--- src/rtl/load_store_unit.sv ---
// Byte/half/word load-store unit in front of a word-addressed memory; sub-word stores use read-modify-write.
// Latency load 3, word store 2, sub-word store 4, error 1; one request in flight, Req_Ready low while busy. Optional LSU_ALIGN_CHECK_EN.
module load_store_unit #(
   parameter int DATA_WIDTH = 32,
   parameter int ADDR_WIDTH = 8
) (
   input  logic                    clk,
   input  logic                    rst_n,
   input  logic                    Req_Valid,
   output logic                    Req_Ready,
   input  logic                    Req_Write,
   input  logic [1:0]              Req_Size,
   input  logic                    Req_Unsigned,
   input  logic [ADDR_WIDTH+1:0]   Req_Addr,
   input  logic [DATA_WIDTH-1:0]   Req_Wdata,
   output logic                    Resp_Valid,
   output logic [DATA_WIDTH-1:0]   Resp_Rdata,
   output logic                    Resp_Error,
   output logic [ADDR_WIDTH-1:0]   Mem_Address,
   output logic [DATA_WIDTH-1:0]   Mem_Write_Data,
   output logic                    Mem_Write,
   output logic                    Mem_Read,
   input  logic [DATA_WIDTH-1:0]   Mem_Read_Data
);

   typedef enum logic [2:0] {
      S_IDLE,
      S_RD,
      S_CAP,
      S_WR,
      S_RESP
   } state_t;

   state_t                  state_q;
   logic                    ready_q;
   logic                    write_q;
   logic [1:0]              size_q;
   logic                    unsigned_q;
   logic [1:0]              lane_q;
   logic [15:0]             wdata_q;
   logic                    resp_vld_q;
   logic [DATA_WIDTH-1:0]   resp_rdata_q;
   logic                    resp_err_q;
   logic [ADDR_WIDTH-1:0]   mem_addr_q;
   logic [DATA_WIDTH-1:0]   mem_wdata_q;
   logic                    mem_wr_q;
   logic                    mem_rd_q;

   logic                    req_err;
   logic                    req_word;
   logic [7:0]              byte_sel;
   logic [15:0]             half_sel;
   logic [DATA_WIDTH-1:0]   load_data;
   logic [DATA_WIDTH-1:0]   merge_data;

`ifdef LSU_ALIGN_CHECK_EN
   assign req_err = (Req_Size == 2'b11)
                 || ((Req_Size == 2'b01) && Req_Addr[0])
                 || ((Req_Size == 2'b10) && (Req_Addr[1:0] != 2'b00));
`else
   // Without the check, low address bits are simply ignored by the lane logic.
   assign req_err = 1'b0;
`endif

   // Size 11 only reaches here as a word when the alignment check is disabled.
   assign req_word = Req_Size[1];

   always_comb begin
      byte_sel = Mem_Read_Data[7:0];
      case (lane_q)
         2'd1:    byte_sel = Mem_Read_Data[15:8];
         2'd2:    byte_sel = Mem_Read_Data[23:16];
         2'd3:    byte_sel = Mem_Read_Data[31:24];
         default: byte_sel = Mem_Read_Data[7:0];
      endcase
      half_sel = lane_q[1] ? Mem_Read_Data[31:16] : Mem_Read_Data[15:0];

      load_data = Mem_Read_Data;
      if (!size_q[1]) begin
         if (size_q[0]) begin
            load_data = {{(DATA_WIDTH-16){half_sel[15] & ~unsigned_q}}, half_sel};
         end else begin
            load_data = {{(DATA_WIDTH-8){byte_sel[7] & ~unsigned_q}}, byte_sel};
         end
      end

      merge_data = Mem_Read_Data;
      if (size_q[0]) begin
         if (lane_q[1]) begin
            merge_data[31:16] = wdata_q;
         end else begin
            merge_data[15:0] = wdata_q;
         end
      end else begin
         case (lane_q)
            2'd1:    merge_data[15:8]  = wdata_q[7:0];
            2'd2:    merge_data[23:16] = wdata_q[7:0];
            2'd3:    merge_data[31:24] = wdata_q[7:0];
            default: merge_data[7:0]   = wdata_q[7:0];
         endcase
      end
   end

   always_ff @(posedge clk or negedge rst_n) begin
      if (!rst_n) begin
         state_q      <= S_IDLE;
         ready_q      <= 1'b0;
         write_q      <= 1'b0;
         size_q       <= 2'b00;
         unsigned_q   <= 1'b0;
         lane_q       <= 2'b00;
         wdata_q      <= '0;
         resp_vld_q   <= 1'b0;
         resp_rdata_q <= '0;
         resp_err_q   <= 1'b0;
         mem_addr_q   <= '0;
         mem_wdata_q  <= '0;
         mem_wr_q     <= 1'b0;
         mem_rd_q     <= 1'b0;
      end else begin
         case (state_q)
            S_IDLE: begin
               if (Req_Valid && ready_q) begin
                  ready_q    <= 1'b0;
                  write_q    <= Req_Write;
                  size_q     <= Req_Size;
                  unsigned_q <= Req_Unsigned;
                  lane_q     <= Req_Addr[1:0];
                  wdata_q    <= Req_Wdata[15:0];
                  if (req_err) begin
                     resp_vld_q   <= 1'b1;
                     resp_err_q   <= 1'b1;
                     resp_rdata_q <= '0;
                     state_q      <= S_RESP;
                  end else begin
                     mem_addr_q <= Req_Addr[ADDR_WIDTH+1:2];
                     if (Req_Write && req_word) begin
                        mem_wr_q    <= 1'b1;
                        mem_wdata_q <= Req_Wdata;
                        state_q     <= S_WR;
                     end else begin
                        mem_rd_q <= 1'b1;
                        state_q  <= S_RD;
                     end
                  end
               end else begin
                  ready_q <= 1'b1;
               end
            end
            S_RD: begin
               state_q <= S_CAP;
            end
            S_CAP: begin
               mem_rd_q <= 1'b0;
               if (write_q) begin
                  mem_wr_q    <= 1'b1;
                  mem_wdata_q <= merge_data;
                  state_q     <= S_WR;
               end else begin
                  resp_vld_q   <= 1'b1;
                  resp_err_q   <= 1'b0;
                  resp_rdata_q <= load_data;
                  state_q      <= S_RESP;
               end
            end
            S_WR: begin
               mem_wr_q     <= 1'b0;
               resp_vld_q   <= 1'b1;
               resp_err_q   <= 1'b0;
               resp_rdata_q <= '0;
               state_q      <= S_RESP;
            end
            S_RESP: begin
               resp_vld_q <= 1'b0;
               ready_q    <= 1'b1;
               state_q    <= S_IDLE;
            end
            default: begin
               state_q <= S_IDLE;
            end
         endcase
      end
   end

   assign Req_Ready      = ready_q;
   assign Resp_Valid     = resp_vld_q;
   assign Resp_Rdata     = resp_rdata_q;
   assign Resp_Error     = resp_err_q;
   assign Mem_Address    = mem_addr_q;
   assign Mem_Write_Data = mem_wdata_q;
   assign Mem_Write      = mem_wr_q;
   assign Mem_Read       = mem_rd_q;

endmodule

--- config.mk ---
export PLATFORM = sky130hd
export DESIGN_NAME = load_store_unit
export DESIGN_NICKNAME = d
export VERILOG_FILES = /design/src/rtl/load_store_unit.sv
export SDC_FILE = /design/constraint.sdc
export NUM_CORES = 1
export LEC_CHECK = 0
export ABC_CLOCK_PERIOD_IN_PS = 2800
export CAP_MARGIN = 10
export CORE_MARGIN = 2
export CORE_UTILIZATION = 50
export DETAILED_ROUTE_END_ITERATION = 10
export GPL_TIMING_DRIVEN = 0
export PLACE_DENSITY = 0.84
export SYNTH_ARGS = -nofsm -noshare
export SYNTH_HDL_FRONTEND = slang
export SYNTH_SLANG_ARGS = --single-unit
export TNS_END_PERCENT = 100
--- constraint.sdc ---
create_clock -name clk -period 2.8 [get_ports clk]
set_clock_uncertainty 0.05 [all_clocks]
set_input_delay 0.56 -clock clk [delete_from_list [all_inputs] [get_ports clk]]
set_output_delay 0.56 -clock clk [all_outputs]
set_load 0.03 [all_outputs]
==> flow_summary_export.csv, run 1 <==
group,metric,value,unit
setup_path,critical_path_buf_inv_count,2,
finish,num-nets-final,752,
logic_synthesis,synth_xor_area_share,0,%
logic_synthesis,synth_edf_count,0,
outcome,outcome,"completed",
finish,instances_no_fill,809,
route,via_count,4946,
logic_synthesis,yosys_warnings,0,
logic_synthesis,synth_cell_type_count,45,
logic_synthesis,top_flip_flop_cell_by_instance_count_after_synthesis,"sky130_fd_sc_hd__dfrtp_1",
logic_synthesis,post_synth_fa_ha_maj_area_fraction,0,%
clock_network,cts_hold_repair.buffers,0,
logic_synthesis,synth_top_family_by_area,"compound AO/OA/AOI/OAI gates",
power_and_ir_drop,static-leakage-power,0.002869,uW
logic_synthesis,ys_seq_elements,101,
finish,n_antenna_cell,0,
clock_network,cts_tree,"yes",
sta,fin_crit,2.141,ns
finish,layout.core_utilization,71.51,%
route,wl_per_cell,20.21,um
setup_path,crit_slowest_cell,"sky130_fd_sc_hd__clkdlybuf4s50_1",
sta,final.setup.tns,0,ns
sta,grt_setup_unrepaired,"false",
logic_synthesis,synth_area_leader_cell,"sky130_fd_sc_hd__dfrtp_1",
global_route,globalRouteTotalUtil,30.64,%
placement,portBuffers,156,
logic_synthesis,mean_instance_size_in_the_synthesized_netlist,9.930,um2
placement,dp_hpwl,12580,um
route,dr.pass1.iters,8,
job,drv_cap,0,
hold_path,min-delay-path-class,"input port to async pin",
floorplan,number_of_top_level_pins,158,
sta,timing.max_slew.rel_slack,54.73,%
logic_synthesis,synth_nets,584,
power_and_ir_drop,share_seq_of_total_power,30.1,%
sta,final_critical_path_setup_slack,0.6592,ns
power_and_ir_drop,cell_internal_pwr,4636,uW
power_and_ir_drop,vdd.ir_drop.worst,0.0007248,V
power_and_ir_drop,power_per_cell_area,1240,mW/mm2
sta,layout_worst_path_cycle_share,76.46,%
clock_network,quantity_of_gates_resized_following_cts,0,
route,route.detailed.vias_per_inst,6.114,
finish,finalInstanceArea,0.006958,mm2
global_route,grt_antenna_before_repair,0,
placement,post_dp_cell_area,0.006748,mm2
floorplan,dieWidth,103.9,um
logic_synthesis,synth.area.top_cells,"sky130_fd_sc_hd__dfrtp_1 51%, sky130_fd_sc_hd__mux2_2 6.1%, sky130_fd_sc_hd__nand2_1 4.5%, sky130_fd_sc_hd__a21oi_1 4.4%, sky130_fd_sc_hd__o21ai_0 4.3%",
clock_network,cts-buffers-inserted,9,
setup_path,endpoint_kind,"flip-flop",
power_and_ir_drop,power.switching,3992,uW
logic_synthesis,synth_mux_area_share,6.964,%
floorplan,design.core.area,0.009729,mm2
clock_network,clock_sinks,101,
sta,max_transition_viols_final,0,
logic_synthesis,synth-compound-area-share,25.28,%
setup_path,worstSetupStartpointType,"input port",
logic_synthesis,synthesis.area,0.004995,mm2
finish,layout-drive-gt1-share,11.54,%
setup_path,path_cells,"clkdlybuf4s50_1 -> nand2_1 -> nor4_1 -> buf_2 -> mux2_2",
sta,max_slew.worst_pin.slew,0.6791,ns
power_and_ir_drop,p_comb_share,58.6,%
floorplan,die_h,103.9,um
clock_network,htreeDepth,3,
setup_path,timing.critical_path.fanout_max,10,
finish,flow.area_growth_from_synthesis,39.30,%
floorplan,initial_utilization,51.34,%
sta,finalHoldViolations,0,
clock_network,register_clock_pin_slew_on_the_reported_worst_setup_and_hold_paths,0.10,ns
placement,place.detailed.instances,793,
route,drt-initial-drc-count,447,
setup_path,worst-endpoint-arrival,2.35,ns
logic_synthesis,syn_inst_count,503,
clock_network,clk_latency,0.37,ns
global_route,grt_start_max_net_pins,52,
global_route,grt_pass1_wl,26050,um
logic_synthesis,synth-simple-area-share,12.10,%
route,postRouteAntennaNets,0,
global_route,gr-total-overflow,0,
setup_path,worst-endpoint-required,3.01,ns
power_and_ir_drop,swShare,46.27,%
sta,max_clock_freq,467.1,MHz
logic_synthesis,async_flop_share,100.0,%
clock_network,clockBufferDepth,2,
clock_network,clock_tree.root_cell,"sky130_fd_sc_hd__clkbuf_8",
logic_synthesis,synth_top_cell_area_share,50.60,%
floorplan,fp-row-count,36,
power_and_ir_drop,share_clk_of_total_power,11.4,%
setup_path,crit_type,"input port to flip-flop",
clock_network,postCtsSetupBuffers,0,
sta,setup_violations,0,
route,postRouteWirelength,16350,um
global_route,first_global_vias,4892,
route,drc,0,
floorplan,dieArea,0.01080,mm2
setup_path,max_stage_delay,0.50,ns
placement,globalplace.congestion,0.9137,
setup_path,path_delay_family,"buffers and inverters",
logic_synthesis,synth_seq_area_share,50.60,%
placement,placement.setup.worst_slack,0.2878,ns
==> metrics by stage <==
| stage | hold WS [ns] | power (uW) |
|---|---|---|
| after global placement | 0.4164 | 7413 |
| after floorplan | 0.2144 | 5678 |
| final | 0.1570 | 8628 |
| after CTS | 0.1787 | 8571 |
| after global routing | 0.2042 | 9112 |
| after detailed placement | 0.4216 | 7590 |
==> layer usage <==
layer | global-route usage, % | part of all wire (%) | vias to the layer above
met5 | 0 | 0 | -
met4 | 14.09 | 4.2 | 0
met3 | 6.830 | 8.9 | 58
met2 | 48.59 | 47 | 311
met1 | 40.31 | 40 | 2395
li1 | - | - | 2182
==> state kept, by name, indices dropped and copies added, names as in the netlist <==
register	flops
write_q	1
size_q	2
state_q	3
Mem_Address	8
lane_q	2
Req_Ready	1
Resp_Rdata	32
wdata_q	16
Mem_Write_Data	32
Mem_Write	1
Mem_Read	1
unsigned_q	1
Resp_Valid	1
==> cells in the final DEF (no fill, tap or decap), drive strengths merged, types with 3 or more instances in the layout <==
master | synthesis | final
nor3 | 9 | 9
clkbuf | 27 | 38
a221o | 16 | 16
nand2 | 60 | 60
nor2b | 3 | 3
mux2 | 28 | 28
a31o | 7 | 7
nor2 | 25 | 25
buf | 19 | 21
inv | 10 | 10
a2bb2oi | 8 | 8
nand3 | 7 | 7
a21oi | 45 | 45
nand2b | 3 | 3
a211oi | 16 | 16
a22oi | 16 | 16
o21ai | 51 | 51
dfrtp | 101 | 101
a21boi | 8 | 8
o221ai | 16 | 16
and3 | 8 | 8
clkdlybuf4s50 | 0 | 155
==> power by group through the flow <==
stage / clock network [uW] / logic, uW / registers, uW
after global placement: 0 / 4840 / 2570
final: 981 / 5050 / 2590
after global routing: 1050 / 5400 / 2660
after floorplan: 0 / 2250 / 3430
after detailed placement: 0 / 4980 / 2610
after CTS: 988 / 5000 / 2580
==> cell usage after synthesis, drive strengths merged, types with 9 or more instances <==
cell and n:
o21ai 51, mux2 28, dfrtp 101, a221o 16, clkbuf 27, a211oi 16, a22oi 16, nand2 60
nor2 25, nor3 9, a21oi 45, o221ai 16, inv 10, buf 19
==> kinds of logic after synthesis <==
logic type | Yosys count
AO/OA/AOI/OAI | 189
buffers and inverters | 56
flip-flops | 101
multiplexers | 30
other | 1
AND/OR/NAND/NOR | 126
==> worst paths after layout <==
check / slack, ns / endpoint / from / cells past startpoint
worst max-delay path: 0.66 / Mem_Address[2] / Req_Valid / 5
worst min register to register: 0.45 / Mem_Write / Mem_Write / 2
min in group clk: 0.45 / Mem_Write / Mem_Write / 2
max in group asynchronous: 1.85 / write_q / rst_n / 2
worst max register to register: 0.68 / Resp_Rdata[14] / state_q[2] / 5
worst min-delay path: 0.16 / Resp_Rdata[23] / rst_n / 1
==> cell type report <==
type	instances	area, um2
timing repair buffer	157	1587
clock buffer	11	151.4
tap	133	166.4
sequential	101	2527
buffer	46	211.5
clock inverter	5	58.81
inverter	10	37.54
fill	737	2771
multi-input combinational	346	2218
Note: power is estimated with default switching activity, not from simulation.
==> run 2: changes to the inputs <==
- ABC_CLOCK_PERIOD_IN_PS: 2800 -> 2100
- CORE_UTILIZATION: 50 -> 47
- PLACE_DENSITY: 0.84 -> 0.8
- clock period: 2.8 -> 2.1 ns (I/O delays scaled with it)
==> flow_summary_export.csv, run 2 (same netlist as run 1, synthesis figures left out) <==
group,metric,value,unit
outcome,outcome,"completed",
global_route,grt_antenna_before_repair,0,
setup_path,ff_to_ff_start,"state_q[0]",
global_route,top_usage_layer,"met2",
finish,commonest_non_fill_non_tap_cell_in_the_layout,"sky130_fd_sc_hd__clkdlybuf4s50_1",
global_route,grt_use_met2,46.75,%
route,postRouteWirelength,16470,um
hold_path,min-delay-path-class,"flip-flop to flip-flop",
power_and_ir_drop,vdd.ir_drop.worst,0.0008729,V
power_and_ir_drop,swShare,46.82,%
floorplan,initial_utilization,48.38,%
global_route,grt_pass1_wl,25590,um
clock_network,cts-buffers-inserted,9,
job,drv_cap,0,
clock_network,clockBufferDepth,2,
setup_path,worstSetupStartpoint,"Mem_Read_Data[31]",
power_and_ir_drop,share_clk_of_total_power,10.2,%
finish,flow.area_growth_from_synthesis,39.58,%
floorplan,die_h,107.1,um
sta,max_clock_freq,504.5,MHz
power_and_ir_drop,power_per_cell_area,1635,mW/mm2
route,dr.pass1.iters,6,
setup_path,r2r_slack,0.13,ns
sta,setup_violations,0,
floorplan,fp-row-count,37,
setup_path,path_cells,"clkdlybuf4s50_1 -> mux4_2 -> nor2_4 -> nor3_4 -> buf_6 -> a221o_1",
sta,timing.max_slew.rel_slack,59.81,%
sta,layout_worst_path_cycle_share,94.40,%
sta,fin_crit,1.982,ns
setup_path,critical_path_buf_inv_count,2,
sta,max_transition_viols_final,0,
placement,place.detailed.instances,796,
floorplan,dieArea,0.01147,mm2
setup_path,timing.critical_path.fanout_max,10,
finish,mostFrequentLayoutCells,"155 x sky130_fd_sc_hd__clkdlybuf4s50_1, 101 x sky130_fd_sc_hd__dfrtp_1, 60 x sky130_fd_sc_hd__nand2_1",
sta,max_slew.worst_pin.slew,0.6028,ns
setup_path,crit_slowest_cell,"sky130_fd_sc_hd__mux4_2",
sta,finalHoldViolations,0,
floorplan,design.core.area,0.01032,mm2
clock_network,clock_sinks,101,
power_and_ir_drop,p_comb_share,59.4,%
power_and_ir_drop,static-leakage-power,0.002885,uW
setup_path,worstSetupStartpointType,"input port",
setup_path,worst-endpoint-arrival,2.18,ns
finish,layout-drive-gt1-share,12.85,%
clock_network,clk_latency,0.37,ns
global_route,grt_util_met3,5.714,%
global_route,use_met1,39.34,%
global_route,grt_start_max_net_pins,72,
global_route,first_global_vias,4755,
finish,instances_no_fill,813,
setup_path,endpoint_kind,"flip-flop",
setup_path,timing.rr.end,"Mem_Write_Data[11]",
route,postRouteAntennaNets,0,
route,via_count,4882,
route,drc,0,
clock_network,register_clock_pin_slew_on_the_reported_worst_setup_and_hold_paths,0.10,ns
sta,final.setup.tns,0,ns
setup_path,max_stage_delay,0.58,ns
route,wl_per_cell,20.26,um
setup_path,critPathCapture,"Resp_Rdata[27]",
finish,num-nets-final,753,
clock_network,cts_tree,"yes",
placement,portBuffers,156,
route,drt-initial-drc-count,410,
clock_network,htreeDepth,3,
placement,globalplace.congestion,0.9701,
power_and_ir_drop,power.total,11400,uW
sta,grt_setup_unrepaired,"false",
global_route,globalRouteTotalUtil,28.89,%
power_and_ir_drop,cell_internal_pwr,6062,uW
global_route,gr-total-overflow,0,
power_and_ir_drop,power.switching,5338,uW
clock_network,clock_tree.root_cell,"sky130_fd_sc_hd__clkbuf_8",
setup_path,worstSetupPathDepth,6,
floorplan,dieWidth,107.1,um
setup_path,worst-endpoint-required,2.30,ns
setup_path,crit_type,"input port to flip-flop",
setup_path,path_delay_family,"buffers and inverters",
finish,n_antenna_cell,0,
setup_path,reg2reg_depth,6,
placement,dp_hpwl,12650,um
route,route.detailed.vias_per_inst,6.005,
power_and_ir_drop,share_seq_of_total_power,30.4,%
floorplan,number_of_top_level_pins,158,
## run 2: worst min path at each step
stage / from / endpoint / slack (ns) / cells past startpoint
global placement: Mem_Write_Data[16] / Mem_Write_Data[16] / 0.41 / 2
detailed placement: rst_n / Resp_Rdata[17] / 0.34 / 1
floorplan: rst_n / Mem_Address[0] / 0.07 / 0
CTS: Mem_Write_Data[17] / Mem_Write_Data[17] / 0.45 / 2
global route: Mem_Write / Mem_Write / 0.47 / 2
finish: Mem_Write_Data[17] / Mem_Write_Data[17] / 0.44 / 2
## run 2: through the flow
stage	hold slack, ns	instance area, um2	setup slack, ns	utilization (%)
2_1_floorplan	0.07441	4995	0.3624	-
3_3_place_gp	0.4148	6726	-3.148	65.16
3_5_place_dp	0.3384	6751	-0.2475	65.40
4_1_cts	0.4453	6938	0.004566	67.20
5_1_grt	0.4732	6972	0.02235	67.53
6_report	0.4430	6972	0.1177	67.53
## run 2: per-layer routing
layer  share of wire [%]  vias to the layer above
li1                    -                     2190
met2                  48                      266
met5                   0                        -
met4                 2.6                        0
met1                  41                     2386
met3                 8.4                       40
## run 2: cell type report
class                           count  area (um2)
Fill cell                         851        3352
Sequential cell                   101        2527
Multi-Input combinational cell    346        2242
Timing Repair Buffer              159        1604
Buffer                             45       214.0
Tap cell                          136       170.2
Clock buffer                       11       141.4
Inverter                           10       37.54
Clock inverter                      5       35.03
## run 2: what timing repair did
action / 4_1_cts / 5_1_grt
resized for setup: 0 / 15
buffers inserted: 0 / 1
hold buffers: 1 / 0
endpoints found under the hold margin: 30 / 0
setup endpoints to repair: 0 / 72
## run 2: worst reg2reg max path, stage by stage, from the launching register on
cell and delay (ns):
sky130_fd_sc_hd__dfrtp_1 0.43, sky130_fd_sc_hd__buf_2 0.23, sky130_fd_sc_hd__and4bb_2 0.28, sky130_fd_sc_hd__a21oi_2 0.36, sky130_fd_sc_hd__buf_2 0.30, sky130_fd_sc_hd__a21oi_1 0.07
sky130_fd_sc_hd__a21oi_1 0.17
## run 2: power groups by stage
stage          Sequential (uW)  Clock [uW]  Combinational, uW
3_3_place_gp              3430           0               6500
2_1_floorplan             4570           0               3000
6_report                  3470        1160               6770
3_5_place_dp              3460           0               6680
4_1_cts                   3430        1170               6700
5_1_grt                   3570        1240               7260
==> run 3: changes to the inputs <==
- CORE_MARGIN: 2 -> 10
==> flow_summary_export.csv, run 3 (same netlist as run 1, synthesis figures left out) <==
group,metric,value,unit
setup_path,endpoint_kind,"flip-flop",
clock_network,register_clock_pin_slew_on_the_reported_worst_setup_and_hold_paths,0.11,ns
power_and_ir_drop,power_per_cell_area,1658,mW/mm2
outcome,outcome,"completed",
floorplan,initial_utilization,48.38,%
setup_path,max_stage_delay,0.43,ns
setup_path,crit_type,"flip-flop to flip-flop",
finish,commonest_non_fill_non_tap_cell_in_the_layout,"sky130_fd_sc_hd__clkdlybuf4s50_1",
clock_network,clock_tree.root_cell,"sky130_fd_sc_hd__clkbuf_8",
clock_network,cts_tree,"yes",
clock_network,clock_sinks,101,
setup_path,worst-endpoint-arrival,2.23,ns
clock_network,clk_latency,0.38,ns
finish,layout.core_utilization,67.63,%
hold_path,hold_path_depth,2,
setup_path,path_cells,"buf_2 -> and4bb_2 -> a21o_1 -> clkbuf_1 -> nor2_1 -> a21oi_1",
floorplan,fp-row-count,37,
route,route.detailed.vias_per_inst,5.879,
hold_path,hold-path-endpoint,"Mem_Write_Data[18]",
route,drc,0,
sta,grt_setup_unrepaired,"true",
setup_path,path_delay_family,"buffers and inverters",
route,drt-initial-drc-count,516,
sta,timing.max_slew.rel_slack,61.63,%
global_route,grt_start_max_net_pins,72,
setup_path,r2r_slack,0.12,ns
placement,placement.setup.worst_slack,-0.2218,ns
clock_network,cts-buffers-inserted,9,
finish,num-nets-final,753,
global_route,grt_antenna_before_repair,0,
global_route,gr-total-overflow,0,
global_route,globalRouteTotalUtil,22.71,%
sta,max_clock_freq,505.3,MHz
sta,max_transition_viols_final,0,
floorplan,dieWidth,123.1,um
setup_path,worstSetupStartpointType,"flip-flop",
floorplan,die_h,123.1,um
floorplan,design.core.area,0.01032,mm2
hold_path,min-delay-start,"Mem_Write_Data[18]",
job,drv_cap,0,
route,postRouteAntennaNets,0,
global_route,first_global_vias,4592,
sta,setup_violations,0,
hold_path,min-delay-path-class,"flip-flop to flip-flop",
placement,dp_hpwl,14090,um
finish,layout-drive-gt1-share,12.41,%
finish,fillerInstances,821,
floorplan,dieArea,0.01515,mm2
finish,flow.area_growth_from_synthesis,39.78,%
setup_path,ff_to_ff_start,"state_q[0]",
setup_path,timing.rr.end,"Mem_Write_Data[14]",
route,wl_per_cell,21.98,um
placement,globalplace.congestion,0.9150,
sta,max_slew.worst_pin.slew,0.5755,ns
power_and_ir_drop,static-leakage-power,0.002889,uW
sta,finalHoldViolations,0,
sta,layout_worst_path_cycle_share,94.24,%
route,via_count,4780,
clock_network,clockBufferDepth,2,
power_and_ir_drop,vdd.ir_drop.worst,0.0008988,V
placement,portBuffers,156,
power_and_ir_drop,power.total,11580,uW
sta,fin_crit,1.979,ns
route,dr.pass1.iters,5,
clock_network,htreeDepth,3,
sta,final_critical_path_setup_slack,0.1209,ns
setup_path,timing.critical_path.fanout_max,10,
floorplan,number_of_top_level_pins,158,
route,postRouteWirelength,17870,um
setup_path,crit_slowest_cell,"sky130_fd_sc_hd__dfrtp_1",
setup_path,critical_path_buf_inv_count,2,
global_route,grt_pass1_wl,26880,um
finish,n_antenna_cell,0,
setup_path,worst-endpoint-required,2.35,ns
finish,mostFrequentLayoutCells,"155 x sky130_fd_sc_hd__clkdlybuf4s50_1, 101 x sky130_fd_sc_hd__dfrtp_1, 60 x sky130_fd_sc_hd__nand2_1",
setup_path,reg2reg_depth,6,
[run 3: stage by stage]
step                setup TNS (ns)  cell area [um2]  hold WS (ns)  instances
floorplan                        0             4995       0.07441        503
global placement           -328.52             6726        0.4140        795
detailed placement          -8.816             6751        0.3395        796
CTS                              0             6958        0.4452        813
global route             -0.004546             6982        0.4704        813
finish                           0             6982        0.4416        813
[run 3: cell type report]
type | count | area (um2) | area share (%)
buffer | 45 | 212.7 | 3.047
timing repair buffer | 159 | 1604 | 22.97
clock buffer | 10 | 127.6 | 1.828
clock inverter | 6 | 68.82 | 0.9857
inverter | 10 | 37.54 | 0.5376
sequential | 101 | 2527 | 36.20
tap | 136 | 170.2 | 2.437
multi-input combinational | 346 | 2233 | 31.99
[run 3: worst max path at each step]
| stage | from | end | slack (ns) | cells past startpoint |
|---|---|---|---|---|
| after floorplan | Req_Ready | Mem_Address[7] | 0.36 | 4 |
| after global placement | rst_n | Mem_Address[0] | -3.19 | 1 |
| after detailed placement | Mem_Read_Data[31] | Resp_Rdata[22] | -0.22 | 6 |
| final | state_q[0] | Mem_Write_Data[14] | 0.12 | 6 |
| after global routing | state_q[0] | Mem_Write_Data[8] | -0.005 | 6 |
| after CTS | state_q[2] | Resp_Rdata[14] | 0.006 | 5 |
[run 3: timing repair]
item,CTS,global route
endpoints found under the setup margin,0,66
hold buffers,1,0
resized for setup,0,11
buffers inserted,0,1
endpoints found under the hold margin,30,0
[run 3: power by group]
part / leakage (uW) / switching, uW / internal, uW / total, uW
Sequential: 0.00123 / 630 / 2840 / 3470
Combinational: 0.00156 / 4060 / 2740 / 6800
Clock: 0.0000977 / 737 / 564 / 1300
[run 3: routing by layer]
metal	track usage, %	vias to the layer above	share of wire, %
met1	30.31	2339	42
li1	-	2193	-
met5	0	-	0
met4	5.750	0	1.6
met3	5.424	23	8.6
met2	36.48	225	47
[run 3: tightest hold or removal path, cell delays in order, from the launching register on]
cell and delay (ns):
sky130_fd_sc_hd__dfrtp_1 0.36, sky130_fd_sc_hd__nand2_1 0.04, sky130_fd_sc_hd__o21ai_0 0.06
